## src/rtl/pc_unit_if.sv

```systemverilog
// rtl/pc_unit_if.sv - fetch request handshake between pc_unit and instruction memory
interface pc_unit_if #(
    parameter int XLEN = 32
);
    logic            fetch_valid;
    logic            fetch_ready;
    logic [XLEN-1:0] pc;
    logic [XLEN-1:0] pc_plus4;

    modport master (
        output fetch_valid,
        output pc,
        output pc_plus4,
        input  fetch_ready
    );

    modport slave (
        input  fetch_valid,
        input  pc,
        input  pc_plus4,
        output fetch_ready
    );
endinterface

```

## src/rtl/pc_unit.sv

```systemverilog
// rtl/pc_unit.sv - fetch PC with redirect/trap arbitration, halt/resume and fetch counter
module pc_unit #(
    parameter int              XLEN         = 32,
    parameter logic [XLEN-1:0] RESET_VECTOR = 32'h0000_0000,
    parameter logic [XLEN-1:0] TRAP_VECTOR  = 32'h0000_0100,
    parameter int              CNT_W        = 32
) (
    input  logic             clk,
    input  logic             clr,
    input  logic             stall_i,
    input  logic             redirect_valid_i,
    input  logic [XLEN-1:0]  redirect_target_i,
    input  logic             trap_valid_i,
    input  logic             trap_ret_i,
    input  logic             halt_req_i,
    input  logic             resume_i,
    pc_unit_if.master        fetch,
    output logic [XLEN-1:0]  epc_o,
    output logic             misaligned_o,
    output logic             halted_o,
    output logic [CNT_W-1:0] fetch_cnt_o
);

    typedef enum logic {
        ST_RUN  = 1'b0,
        ST_HALT = 1'b1
    } state_t;

    state_t           state_q, state_d;
    logic [XLEN-1:0]  pc_q, pc_d;
    logic [XLEN-1:0]  epc_q, epc_d;
    logic             mis_q, mis_d;
    logic [CNT_W-1:0] cnt_q, cnt_d;
    logic             accept;

    always_ff @(posedge clk) begin
        if (!clr) begin
            state_q <= ST_RUN;
            pc_q    <= RESET_VECTOR;
            epc_q   <= '0;
            mis_q   <= 1'b0;
            cnt_q   <= '0;
        end else begin
            state_q <= state_d;
            pc_q    <= pc_d;
            epc_q   <= epc_d;
            mis_q   <= mis_d;
            cnt_q   <= cnt_d;
        end
    end

    assign accept = (state_q == ST_RUN) && fetch.fetch_ready;

    always_comb begin
        state_d = state_q;
        pc_d    = pc_q;
        epc_d   = epc_q;
        mis_d   = 1'b0;
        cnt_d   = cnt_q;
        case (state_q)
            ST_RUN: begin
                // Single winner; a misaligned redirect is turned into a trap entry.
                if (trap_valid_i) begin
                    pc_d  = TRAP_VECTOR;
                    epc_d = pc_q;
                end else if (trap_ret_i) begin
                    pc_d = epc_q;
                end else if (redirect_valid_i) begin
                    if (redirect_target_i[1:0] != 2'b00) begin
                        pc_d  = TRAP_VECTOR;
                        epc_d = pc_q;
                        mis_d = 1'b1;
                    end else begin
                        pc_d = redirect_target_i;
                    end
                end else if (stall_i) begin
                    pc_d = pc_q;
                end else if (accept) begin
                    pc_d = pc_q + XLEN'(4);
                end
                // The handshake counts even when the PC is redirected away this cycle.
                if (accept) begin
                    cnt_d = cnt_q + CNT_W'(1);
                end
                if (halt_req_i && !trap_valid_i) begin
                    state_d = ST_HALT;
                end
            end
            ST_HALT: begin
                if (resume_i) begin
                    state_d = ST_RUN;
                end
            end
            default: state_d = ST_RUN;
        endcase
    end

    assign fetch.fetch_valid = (state_q == ST_RUN);
    assign fetch.pc          = pc_q;
    assign fetch.pc_plus4    = pc_q + XLEN'(4);
    assign epc_o             = epc_q;
    assign misaligned_o      = mis_q;
    assign halted_o          = (state_q == ST_HALT);
    assign fetch_cnt_o       = cnt_q;

endmodule

```

## src/flat_wrapper.sv

```systemverilog
// flat-port wrapper written by rule: the top's interface ports become plain ports
module pc_unit_flat 
#(
    parameter int              XLEN         = 32,
    parameter logic [XLEN-1:0] RESET_VECTOR = 32'h0000_0000,
    parameter logic [XLEN-1:0] TRAP_VECTOR  = 32'h0000_0100,
    parameter int              CNT_W        = 32
)
  (clk, clr, stall_i, redirect_valid_i, redirect_target_i, trap_valid_i, trap_ret_i, halt_req_i, resume_i, epc_o, misaligned_o, halted_o, fetch_cnt_o, fetch_fetch_valid, fetch_pc, fetch_pc_plus4, fetch_fetch_ready);
  pc_unit_if #(.XLEN(XLEN)) fetch_i ();
  input  logic clk;
  input  logic clr;
  input  logic stall_i;
  input  logic redirect_valid_i;
  input  logic [XLEN-1:0] redirect_target_i;
  input  logic trap_valid_i;
  input  logic trap_ret_i;
  input  logic halt_req_i;
  input  logic resume_i;
  output logic [XLEN-1:0] epc_o;
  output logic misaligned_o;
  output logic halted_o;
  output logic [CNT_W-1:0] fetch_cnt_o;
  output wire logic [$bits(fetch_i.fetch_valid)-1:0] fetch_fetch_valid;
  output wire logic [$bits(fetch_i.pc)-1:0] fetch_pc;
  output wire logic [$bits(fetch_i.pc_plus4)-1:0] fetch_pc_plus4;
  input wire logic [$bits(fetch_i.fetch_ready)-1:0] fetch_fetch_ready;
  assign fetch_fetch_valid = fetch_i.fetch_valid;
  assign fetch_pc = fetch_i.pc;
  assign fetch_pc_plus4 = fetch_i.pc_plus4;
  assign fetch_i.fetch_ready = fetch_fetch_ready;
  pc_unit #(.XLEN(XLEN), .RESET_VECTOR(RESET_VECTOR), .TRAP_VECTOR(TRAP_VECTOR), .CNT_W(CNT_W)) u_core (.clk(clk), .clr(clr), .stall_i(stall_i), .redirect_valid_i(redirect_valid_i), .redirect_target_i(redirect_target_i), .trap_valid_i(trap_valid_i), .trap_ret_i(trap_ret_i), .halt_req_i(halt_req_i), .resume_i(resume_i), .fetch(fetch_i), .epc_o(epc_o), .misaligned_o(misaligned_o), .halted_o(halted_o), .fetch_cnt_o(fetch_cnt_o));
endmodule
```

## config.mk

```make
export PLATFORM = sky130hd
export DESIGN_NAME = pc_unit_flat
export DESIGN_NICKNAME = d
export VERILOG_FILES = /design/src/rtl/pc_unit_if.sv /design/src/rtl/pc_unit.sv /design/src/flat_wrapper.sv
export SDC_FILE = /design/constraint.sdc
export NUM_CORES = 1
export LEC_CHECK = 0
export CAP_MARGIN = 10
export CORE_MARGIN = 2
export CORE_UTILIZATION = 35
export DETAILED_ROUTE_END_ITERATION = 7
export PLACE_DENSITY = 0.7
export SLEW_MARGIN = 20
export SYNTH_ARGS = -nofsm -noshare
export SYNTH_HDL_FRONTEND = slang
export SYNTH_SLANG_ARGS = --single-unit
```

## constraint.sdc

```tcl
create_clock -name clk -period 2.4 [get_ports clk]
set_input_delay 0.48 -clock clk [delete_from_list [all_inputs] [get_ports clk]]
set_output_delay 0.48 -clock clk [all_outputs]
set_load 0.005 [all_outputs]
```

==> results.py, run 1 <==
metrics = {
    "critical_path": {
        "cp_common_cell": "buf_6",
        "critPathSlowestCell": "dfxtp_1",
        "cpPeakStageDelay_ps": 340,
        "cp_top_family": "buffers and inverters",
        "cp_cell_sequence": "and2_0, buf_4, nand4_4, buf_6, buf_4, buf_6, buf_6, nor4_4, xor2_1, buf_2",
        "cp_num_buf_inv": 6,
        "critPathLaunchType": "register",
        "critical_path_arrival_ps": 2140,
        "critical_path_class": "reg2out",
        "required_ps": 1920,
        "worstSetupEndpointType": "output pin",
        "crit_fanout": 6,
    },
    "floorplan": {
        "rows": 45,
        "die_width_um": 128,
        "dieArea_um2": 16400,
        "start_util_pct": 35.7,
        "io_pins": 172,
        "core_area_um2": 15100,
        "die_height_um": 128,
    },
    "global_routing": {
        "grt_usage_pct": 24.4,
        "grt_pass1_wl_mm": 31.4,
        "antenna_found_initial": 1,
        "grt_start_max_net_pins": 78,
        "grt_pass1_vias": 5741,
        "overflow": 0,
    },
    "synth": {
        "synth_ff_type": "dfxtp_1",
        "avgSynthCellArea_um2": 7.78,
        "yosysSeqAreaShare_pct": 36.3,
        "synth_area_um2": 5400,
        "syn_inst": 695,
        "async_flop_share_pct": 0,
        "yosysUniqueCellTypes": 62,
        "syn_nets": 738,
        "ys_ff_latch": 98,
        "yosysWarnings": 0,
        "synth-edff-count": 0,
    },
    "clock_tree": {
        "cts_root_buf": "clkbuf_16",
        "cts_tree": "yes",
        "cts_max_level": 3,
        "clock_latency_ps": 360,
        "path_clk_slew_ps": 70,
        "clockBufferDepth": 2,
        "cts.sinks": 98,
        "cts_buffers": 9,
    },
    "placed_design": {
        "gp_congestion": 0.884,
        "pre_cts_slack_ps": -173,
        "dpl_cell_area_um2": 7920,
        "dp_cells": 1097,
        "port-buffer-count": 171,
        "hpwl_mm": 13.5,
    },
    "cells_and_area": {
        "nets": 1017,
        "fin_cells": 1168,
        "layout_commonest_cell": "clkdlybuf4s50_1",
        "final_core_util_pct": 59.2,
        "drive_gt1_share_pct": 26.1,
        "most-common-layout-cells": "clkdlybuf4s50_1, nand2_1, buf_4",
        "fin_area_um2": 8970,
        "area_growth_pct": 66.0,
    },
    "hold_path": {
        "hold_path.class": "reg2reg",
    },
    "sta": {
        "setup_violations": 13,
        "finalCritPeriodShare_pct": 109,
        "whs_ps": 478,
        "fin_tns_setup_ps": -1460,
        "finalWorstSetupSlack_ps": -222,
        "hold_violations": 0,
        "fin_crit_ps": 2620,
        "worstMarginPinSlew_ps": 787,
        "fmax_ghz": 0.381,
        "rsz0062_at_grt": "yes",
        "slew_headroom_pct": 47.3,
        "slew_violations": 0,
        "finClkSkew_ps": 9.54,
    },
    "power_and_ir_drop": {
        "internal-power_mw": 2.70,
        "total_power_mw": 3.68,
        "ir_drop_mv": 0.378,
        "clock_power_share_pct": 41.7,
        "p_leak_nw": 3.69,
        "p_sw_share_pct": 26.6,
        "power.net_switching_mw": 0.979,
        "p_per_area_nw_per_um2": 411,
        "p_seq_share_pct": 45.3,
        "comb_power_share_pct": 13.0,
    },
    "routing": {
        "num_vias": 6435,
        "post-route-drc-count": 0,
        "postRouteAntennaNets": 0,
        "drt-pass1-iter-count": 5,
        "via_per_inst": 5.51,
        "wl_mm": 21.1,
        "drtIter0Drc": 559,
        "wl_per_cell_um": 18.1,
    },
    "outcome": {
        "violations": "negative setup slack",
        "status": "finished with violations",
    },
    "job": {
        "drv_cap": 0,
    },
}
==> layout make-up <==
class	instances	area, um^2
fillers	1250	6170
multi-input cells	532	3480
repair buffers	322	2920
flip-flops and latches	98	1980
well taps	188	235
clock buffers	9	225
clock inverters	7	85.1
inverters	11	41.3
diodes	1	2.50
==> power groups by stage <==
| stage | registers (mW) | logic [mW] | clock network, mW |
|---|---|---|---|
| 2_1_floorplan | 1.70 | 0.181 | 0 |
| 3_3_place_gp | 1.70 | 0.457 | 0 |
| 3_5_place_dp | 1.70 | 0.460 | 0 |
| 4_1_cts | 1.67 | 0.467 | 1.56 |
| 5_1_grt | 1.67 | 0.511 | 1.63 |
| 6_report | 1.67 | 0.480 | 1.53 |
==> worst paths after layout <==
check,slack (ps),to,start,cells after the start
hold / removal,480,u_core.epc_o[2],u_core.epc_o[2],2
setup reg to reg,70,u_core.fetch.pc[28],u_core.fetch.pc[16],11
setup / recovery,-220,fetch_pc_plus4[31],u_core.fetch.pc[16],10
hold reg to reg,480,u_core.epc_o[2],u_core.epc_o[2],2
==> logic make-up after synthesis <==
kind of cell / synth area share [%]
AO/OA/AOI/OAI: 17.1
AND/OR/NAND/NOR: 30.8
flip-flops: 36.3
multiplexers: 0.741
adder cells (fa/ha/maj): 0.463
buffers and inverters: 5.07
XOR/XNOR: 9.56
==> metal layers <==
metal	track usage, %	vias up	wire length (um)
li1	-	3023	-
met1	31.0	3021	8610
met5	0	-	0
met4	9.76	0	612
met2	39.8	337	10100
met3	5.80	54	1820
==> sequential cells by signal (all words and copies together) (netlist names) <==
name and cells:
u_core.fetch.pc 32, u_core.fetch_cnt_o 32, u_core.misaligned_o 1, u_core.halted_o 1, u_core.epc_o 32
==> synth_stat cells (6+ instances only) <==
master,n,area share [%]
a221o_1,7,1.3
and2_1,8,0.93
nor4_1,9,1.0
o21ai_0,33,3.1
buf_2,12,1.1
nand3_1,31,2.9
and4_1,7,1.1
nand4b_1,9,1.5
nand2_1,130,9.0
nand2b_1,20,2.3
xor2_1,42,6.8
and3_1,14,1.6
a22oi_1,6,0.83
dfxtp_1,98,36
a32o_1,12,2.2
nor3_1,7,0.65
buf_1,7,0.49
nor2_1,50,3.5
nand4_1,18,2.1
xnor2_1,17,2.8
clkbuf_1,32,2.2
inv_1,11,0.76
a21oi_1,45,4.2
==> repair_timing <==
| action | in CTS | in global routing |
|---|---|---|
| setup endpoints to repair | 25 | 24 |
| buffers inserted | 43 | 23 |
| hold buffers | 0 | 0 |
| resized for setup | 154 | 34 |
| pin swaps | 34 | 29 |
==> worst min-delay path: stages (launching register included) <==
cell     delay (ps)
dfxtp_1         330
nand2_1          60
a21oi_1          50
No activity file was read; power rests on OpenSTA's default activity.
==> inputs of run 2 (changes only) <==
--- a/config.mk
+++ b/config.mk
@@ -9,7 +9,6 @@
 export CORE_MARGIN = 2
 export CORE_UTILIZATION = 35
 export DETAILED_ROUTE_END_ITERATION = 7
-export PLACE_DENSITY = 0.7
 export SLEW_MARGIN = 20
 export SYNTH_ARGS = -nofsm -noshare
 export SYNTH_HDL_FRONTEND = slang
==> results.py, run 2 (synthesis gave the netlist of run 1 again) <==
metrics = {
    "cells_and_area": {
        "antennaDiodeCount": 0,
        "nets": 1016,
        "layout_commonest_cell": "clkdlybuf4s50_1",
        "fin_area_um2": 8980,
        "drive_gt1_share_pct": 25.8,
        "most-common-layout-cells": "clkdlybuf4s50_1, buf_4, nand2_1",
        "area_growth_pct": 66.1,
        "fin_cells": 1166,
        "final_core_util_pct": 59.3,
    },
    "power_and_ir_drop": {
        "p_per_area_nw_per_um2": 415,
        "ir_drop_mv": 0.312,
        "total_power_mw": 3.73,
        "p_leak_nw": 3.75,
    },
    "placed_design": {
        "dpl_cell_area_um2": 7990,
        "pre_cts_slack_ps": -191,
        "port-buffer-count": 171,
        "hpwl_mm": 14.4,
        "gp_congestion": 0.895,
        "dp_cells": 1105,
    },
    "clock_tree": {
        "cts_root_buf": "clkbuf_16",
        "cts.sinks": 98,
        "cts_tree": "yes",
        "clockBufferDepth": 2,
        "clock_latency_ps": 360,
        "cts_hold_buf": 0,
        "cts_buffers": 9,
        "path_clk_slew_ps": 80,
        "cts_max_level": 3,
    },
    "floorplan": {
        "dieArea_um2": 16400,
        "rows": 45,
        "start_util_pct": 35.7,
        "die_height_um": 128,
        "core_area_um2": 15100,
        "die_width_um": 128,
        "io_pins": 172,
    },
    "critical_path": {
        "critical_path_arrival_ps": 2150,
        "r2r_start": "u_core.fetch.pc[3]",
        "worstSetupEndpointType": "output pin",
        "crit_fanout": 5,
        "worstRegToRegCells": 11,
        "required_ps": 1920,
        "critical_path_class": "reg2out",
        "r2r_slack_ps": 30,
        "worstSetupStartpoint": "u_core.fetch.pc[3]",
        "critPathLaunchType": "register",
        "timing.rr.end": "u_core.fetch.pc[29]",
    },
    "hold_path": {
        "hold_end": "u_core.epc_o[0]",
        "hp-start": "u_core.epc_o[0]",
        "hold_path_depth": 2,
        "hold_path.class": "reg2reg",
    },
    "sta": {
        "slew_violations": 0,
        "rsz0062_at_grt": "yes",
        "finClkSkew_ps": 6.41,
        "finalCritPeriodShare_pct": 109,
        "finalWorstSetupSlack_ps": -226,
        "fin_crit_ps": 2630,
        "worstMarginPinSlew_ps": 833,
        "hold_violations": 0,
        "setup_violations": 13,
        "slew_headroom_pct": 44.3,
        "fmax_ghz": 0.381,
    },
    "routing": {
        "num_vias": 6329,
        "drtIter0Drc": 401,
        "via_per_inst": 5.43,
        "wl_mm": 20.9,
        "drt-pass1-iter-count": 5,
        "postRouteAntennaNets": 0,
        "post-route-drc-count": 0,
        "wl_per_cell_um": 17.9,
    },
    "global_routing": {
        "grt_usage_pct": 24.7,
        "grt_pass1_vias": 6169,
        "overflow": 0,
        "grt_start_max_net_pins": 78,
        "antenna_found_initial": 0,
        "grt_pass1_wl_mm": 32.1,
    },
    "job": {
        "drv_cap": 0,
    },
    "outcome": {
        "status": "finished with violations",
        "violations": "negative setup slack",
    },
}
-- run 2: cell count changes in the layout (fill, tap and decap cells not counted), moves of 4 or more --
cell	before	now
buf_6	27	15
dfxtp_1	84	88
buf_4	118	128
dfxtp_2	14	10
-- run 2: what timing repair did --
action / CTS / global route
gates resized for setup: 131 / 37
endpoints found under the setup margin: 25 / 22
setup buffers: 28 / 17
cloned: 0 / 0
pin swaps: 24 / 17
-- run 2: where the power goes --
part	internal, mW	switching, mW
sequential	1.65	0.0235
clock	0.844	0.730
combinational	0.236	0.248
total	2.73	1.00
-- run 2: per-layer routing --
metal / share of wire [%] / wire [um] / global-route usage, % / vias up
li1: - / - / - / 3005
met1: 42 / 8700 / 30.7 / 2983
met2: 48 / 9940 / 40.6 / 288
met3: 7.8 / 1620 / 5.76 / 53
met4: 3.0 / 631 / 11.1 / 0
met5: 0 / 0 / 0 / -
-- run 2: critical path: stages, from the launching register on --
cell	delay (ps)
dfxtp_2	360
buf_6	120
and4_4	230
nand4_1	160
buf_4	200
buf_6	110
nor4_4	230
xor2_2	230
buf_2	150
-- run 2: layout make-up --
| class | instances | area (um^2) |
|---|---|---|
| clock inverters | 7 | 97.6 |
| fillers | 1319 | 6170 |
| well taps | 188 | 235 |
| inverters | 11 | 41.3 |
| clock buffers | 9 | 225 |
| flip-flops and latches | 98 | 1970 |
| multi-input cells | 532 | 3530 |
| repair buffers | 321 | 2870 |
-- run 2: worst max-delay path by stage --
| stage | to |
|---|---|
| finish | fetch_pc_plus4[29] |
| global route | fetch_pc_plus4[29] |
| CTS | fetch_pc_plus4[30] |
| detailed placement | fetch_pc_plus4[22] |
| global placement | fetch_pc_plus4[22] |
| floorplan | fetch_pc_plus4[30] |
-- run 2: metrics by stage --
stage | hold WS (ps) | TNS, ps
6_report | 481 | -1290
5_1_grt | 497 | -2220
4_1_cts | 481 | -985
3_5_place_dp | 470 | -2070
3_3_place_gp | 462 | -1030
2_1_floorplan | 461 | 0
